--- config.mk ---
export PLATFORM = sky130hd
export DESIGN_NAME = switch_event_master
export DESIGN_NICKNAME = d
export VERILOG_FILES = /design/src/rtl/switch_event_master.sv
export SDC_FILE = /design/constraint.sdc
export NUM_CORES = 1
export LEC_CHECK = 0
export BUFFER_PORTS_ARGS = -buffer_cell sky130_fd_sc_hd__buf_2
export CAP_MARGIN = 20
export CORE_MARGIN = 2
export CORE_UTILIZATION = 55
export CTS_BUF_LIST = sky130_fd_sc_hd__clkbuf_4
export CTS_CLUSTER_SIZE = 40
export DETAILED_ROUTE_END_ITERATION = 8
export HOLD_SLACK_MARGIN = 0.06
export PLACE_DENSITY = 0.75
export SYNTH_ARGS = -nofsm -noshare
export SYNTH_HDL_FRONTEND = slang
export SYNTH_SLANG_ARGS = --single-unit
--- constraint.sdc ---
create_clock -name clk -period 4.1 [get_ports clk]
set_input_delay 1.025 -clock clk [delete_from_list [all_inputs] [get_ports clk]]
set_output_delay 1.025 -clock clk [all_outputs]
set_load 0.02 [all_outputs]
--- src/rtl/switch_event_master.sv ---
`default_nettype none
// ============================================================================
// Module   : switch_event_master
// Brief    : Synchronise, debounce and queue switch-vector changes for the
//            master side of the LED link (FWFT FIFO, valid/ready output).
// Revision : 1.0 - initial release
// ============================================================================
module switch_event_master #(
    parameter int W               = 2,
    parameter int DEBOUNCE_CYCLES = 16,
    parameter int FIFO_DEPTH      = 4,
    parameter int CNT_W           = 8
) (
    input  logic             clk,
    input  logic             rst,
    input  logic [W-1:0]     inSwitch,
    input  logic             ready,
    output logic             outValid,
    output logic [W-1:0]     dataOut,
    output logic             overflow,
    output logic [CNT_W-1:0] drop_count
);

    localparam int c_DB_W  = (DEBOUNCE_CYCLES > 2) ? $clog2(DEBOUNCE_CYCLES) : 1;
    localparam int c_PTR_W = $clog2(FIFO_DEPTH);
    localparam int c_CNT_W = c_PTR_W + 1;

    localparam logic [c_DB_W-1:0]  c_DB_MAX   = c_DB_W'(DEBOUNCE_CYCLES - 1);
    localparam logic [c_DB_W-1:0]  c_DB_ONE   = c_DB_W'(1);
    localparam logic [c_PTR_W-1:0] c_PTR_ONE  = c_PTR_W'(1);
    localparam logic [c_CNT_W-1:0] c_CNT_ONE  = c_CNT_W'(1);
    localparam logic [c_CNT_W-1:0] c_FULL     = c_CNT_W'(FIFO_DEPTH);
    localparam logic [CNT_W-1:0]   c_DROP_ONE = CNT_W'(1);

    logic [W-1:0]       r_sync1;
    logic [W-1:0]       r_sync2;
    logic [W-1:0]       r_cand;
    logic [W-1:0]       r_stable;
    logic [c_DB_W-1:0]  r_db_cnt;
    logic               r_push;
    logic [W-1:0]       r_push_data;

    logic [W-1:0]       r_mem [FIFO_DEPTH];
    logic [c_PTR_W-1:0] r_rd_ptr;
    logic [c_PTR_W-1:0] r_wr_ptr;
    logic [c_CNT_W-1:0] r_count;
    logic               r_overflow;
    logic [CNT_W-1:0]   r_drop_count;

    logic w_pop;
    logic w_full;
    logic w_wr;
    logic w_drop;

    // Synchroniser and whole-vector debounce; a commit raises a one-cycle push.
    always_ff @(posedge clk) begin
        if (rst) begin
            r_sync1     <= '0;
            r_sync2     <= '0;
            r_cand      <= '0;
            r_stable    <= '0;
            r_db_cnt    <= '0;
            r_push      <= 1'b0;
            r_push_data <= '0;
        end else begin
            r_sync1 <= inSwitch;
            r_sync2 <= r_sync1;
            r_push  <= 1'b0;
            if (r_sync2 != r_cand) begin
                r_cand   <= r_sync2;
                r_db_cnt <= '0;
            end else if (r_db_cnt < c_DB_MAX) begin
                r_db_cnt <= r_db_cnt + c_DB_ONE;
            end else if (r_cand != r_stable) begin
                r_stable    <= r_cand;
                r_push      <= 1'b1;
                r_push_data <= r_cand;
            end
        end
    end

    assign outValid = (r_count != '0);
    assign dataOut  = outValid ? r_mem[r_rd_ptr] : '0;
    assign w_pop    = outValid & ready;
    assign w_full   = (r_count == c_FULL);
    // A pop in the same cycle frees the slot, so a full FIFO only drops without one.
    assign w_wr     = r_push & (~w_full | w_pop);
    assign w_drop   = r_push & w_full & ~w_pop;

    always_ff @(posedge clk) begin
        if (w_wr) begin
            r_mem[r_wr_ptr] <= r_push_data;
        end
    end

    always_ff @(posedge clk) begin
        if (rst) begin
            r_rd_ptr     <= '0;
            r_wr_ptr     <= '0;
            r_count      <= '0;
            r_overflow   <= 1'b0;
            r_drop_count <= '0;
        end else begin
            if (w_wr) begin
                r_wr_ptr <= r_wr_ptr + c_PTR_ONE;
            end
            if (w_pop) begin
                r_rd_ptr <= r_rd_ptr + c_PTR_ONE;
            end
            if (w_wr && !w_pop) begin
                r_count <= r_count + c_CNT_ONE;
            end else if (!w_wr && w_pop) begin
                r_count <= r_count - c_CNT_ONE;
            end
            if (w_drop) begin
                r_overflow <= 1'b1;
                if (r_drop_count != '1) begin
                    r_drop_count <= r_drop_count + c_DROP_ONE;
                end
            end
        end
    end

    assign overflow   = r_overflow;
    assign drop_count = r_drop_count;

endmodule
`default_nettype wire

==> results_dict.tcl <==
set metrics [dict create \
    status "finished, final reports clean" \
    maxSlewViolCount 0 \
    drt-pass1-iter-count 5 \
    drt-total-wl_um 2640 \
    syn-num-nets 169 \
    setup_violations 0 \
    max-vdd-ir-drop_uv 274 \
    synth_cells 156 \
    path_max_fanout 7 \
    end_kind "flop" \
    cts_hold_buf 0 \
    initial_core_util 0.590 \
    post-route-drc-count 0 \
    htreeDepth 2 \
    coreArea_um2 2830 \
    grt_pass1_vias 1089 \
    slew_headroom 0.556 \
    critPathKind "in -> reg" \
    r2r-start "r_count[0]" \
    port-buffer-count 16 \
    worstPathArrival_ns 2.99 \
    startpoint "ready" \
    tightest_slew_ns 0.660 \
    finish.instance_area_um2 1820 \
    layout_common_cells "dfxtp_1, nor2_1, buf_2" \
    wl_per_cell_um 12.8 \
    synthDistinctLibCells 31 \
    fmax_mhz 368 \
    place_hpwl_um 1960 \
    antenna_found_initial 0 \
    grt_pass1_wl_um 4640 \
    area_delta_synth_final_pct 9.14 \
    cp_slowest_cell "nor2b_1" \
    drt_iter0_drc 37 \
    startpoint_type "input port" \
    maxCapViolations 0 \
    die_w_um 59.1 \
    cts_sinks 39 \
    ys_seq_elements 39 \
    rsz0062_at_grt "false" \
    tritoncts "done" \
    timing.hold.ws_ns 0.453 \
    hp-class "reg -> reg" \
    timing.final.crit_share 0.663 \
    fin_worst_skew_ns 0.00693 \
    crit_family "simple AND/OR/NAND/NOR gates" \
    root_buffer "clkbuf_4" \
    layout.nets 187 \
    min_period_ns 2.72 \
    cts_made_buffers 5 \
    ant_nets 0 \
    cpPeakStageDelay_ns 0.41 \
    insertion_delay_ns 0.34 \
    fill_cells 237 \
    viasPerCell 5.40 \
    cts-resized-gates 0 \
    place_area_um2 1770 \
    avgSynthCellArea_um2 10.7 \
    finish.utilization 0.644 \
    grt_remaining_overflow 0 \
    fin_setup_tns_ns 0 \
    place_inst 198 \
    synth.yosys.seq_area_share 0.515 \
    grt_usage 0.180 \
    drive_gt1_frac 0.160 \
    die_area_um2 3490 \
    worst-path-buf-inv 2 \
    stdcell_count 206 \
    cts_buffer_depth 2 \
    n_antenna_cell 0 \
    gp_congestion 0.748 \
    synth_warnings 0 \
    pwr_density_cell_nw_per_um2 385 \
    path_clk_slew_ns 0.11 \
    die_y_um 59.1 \
    ioPinCount 17 \
    crit_chain "buf_2 > nor4b_4 > nor2b_1 > ha_1 > inv_1 > fa_1 > xor2_1 > or3_1 > a21oi_1" \
    layout.cells.most_common "dfxtp_1" \
    worst_ep_required_time_ns 4.37 \
    vias 1113 \
    grt_max_degree 31 \
    min_from "r_sync1[0]" \
    power.leakage_uw 0.000735 \
    hold_viol_final 0 \
    syn_area_um2 1670 \
    rows 19 \
    cts_setup_buffers 0 \
]
## worst reg2reg max path: cells and delay by family (launching register included)
kind | cells | cell delay [ns]
simple gates | 3 | 0.83
flops | 1 | 0.49
xor+xnor | 1 | 0.17
compound gates | 1 | 0.14
fa+ha+maj | 2 | 0.67
buf+inv | 1 | 0.07
## final timing paths
| kind | to | slack (ns) | cells past startpoint |
|---|---|---|---|
| max | r_count[2] | 1.38 | 9 |
| min | r_sync2[0] | 0.45 | 1 |
| max reg2reg | r_count[2] | 1.66 | 8 |
| min reg2reg | r_sync2[0] | 0.45 | 1 |
## final cells by class
type                            count  area (um^2)  share of cell area
Sequential cell                    39          861               0.472
Multi-Input combinational cell    107          772               0.423
Timing Repair Buffer               16         80.1              0.0439
Clock buffer                        6         45.0              0.0247
Tap cell                           31         38.8              0.0213
Inverter                            5         18.8              0.0103
Clock inverter                      2         7.51             0.00412
## logic make-up (layout without fill, tap and decap cells)
group                    Yosys count  count (layout)  share of synthesized area
multiplexers                       9               9                     0.0689
AND/OR/NAND/NOR                   63              63                      0.212
buffers and inverters             10              29                     0.0225
adder cells (fa/ha/maj)            8               8                     0.0644
XOR/XNOR                          11              11                     0.0577
AO/OA/AOI/OAI                     16              16                     0.0592
flip-flops                        39              39                      0.515
## power by group
group	internal (uW)	switching, uW
Combinational	42.5	55.2
Clock	70.1	115
Sequential	404	16.0
Total	517	186
## per-layer routing
layer,GRT usage,share of wire
met1,0.211,0.45
met2,0.300,0.50
met3,0.0764,0.037
met4,0.0519,0.012
met5,0,0
## Yosys cell counts
cell / number / area, um^2
xor2_1: 9 / 78.8
dfxtp_1: 31 / 621
edfxtp_1: 8 / 240
mux4_2: 2 / 45.0
and3_1: 2 / 12.5
mux2i_1: 7 / 70.1
nand3_1: 4 / 20.0
clkbuf_1: 5 / 18.8
a31oi_1: 1 / 6.26
nor4_1: 1 / 6.26
or3_2: 1 / 7.51
nor3_1: 2 / 10.0
o211ai_2: 1 / 12.5
a2111oi_0: 1 / 8.76
nand2b_1: 5 / 31.3
nor2b_1: 10 / 62.6
ha_1: 7 / 87.6
inv_1: 5 / 18.8
o41ai_1: 1 / 8.76
nor2_1: 18 / 67.6
or3_1: 5 / 31.3
o21ai_0: 5 / 25.0
fa_1: 1 / 20.0
a21oi_1: 6 / 30.0
a211oi_1: 1 / 7.51
nand3_2: 1 / 10.0
nand2_1: 4 / 15.0
nand4_1: 2 / 12.5
nor4b_4: 1 / 23.8
and2_1: 7 / 43.8
xnor2_1: 2 / 17.5
## per-stage QoR
stage | setup WS (ns) | total power, uW
after floorplan | 1.45 | 501
after CTS | 1.40 | 711
after global routing | 1.25 | 741
after detailed placement | 1.02 | 527
final | 1.38 | 703
after global placement | 1.20 | 521
## sequential cells by signal, summed over array words and instances, names as in the netlist, named ones only
signal,count
r_sync2,2
r_wr_ptr,2
overflow,1
r_count,3
r_sync1,2
drop_count,8
r_rd_ptr,2
r_push_data,2
r_db_cnt,4
r_mem,8
r_cand,2
r_push,1
(Power assumes the default switching activity.)
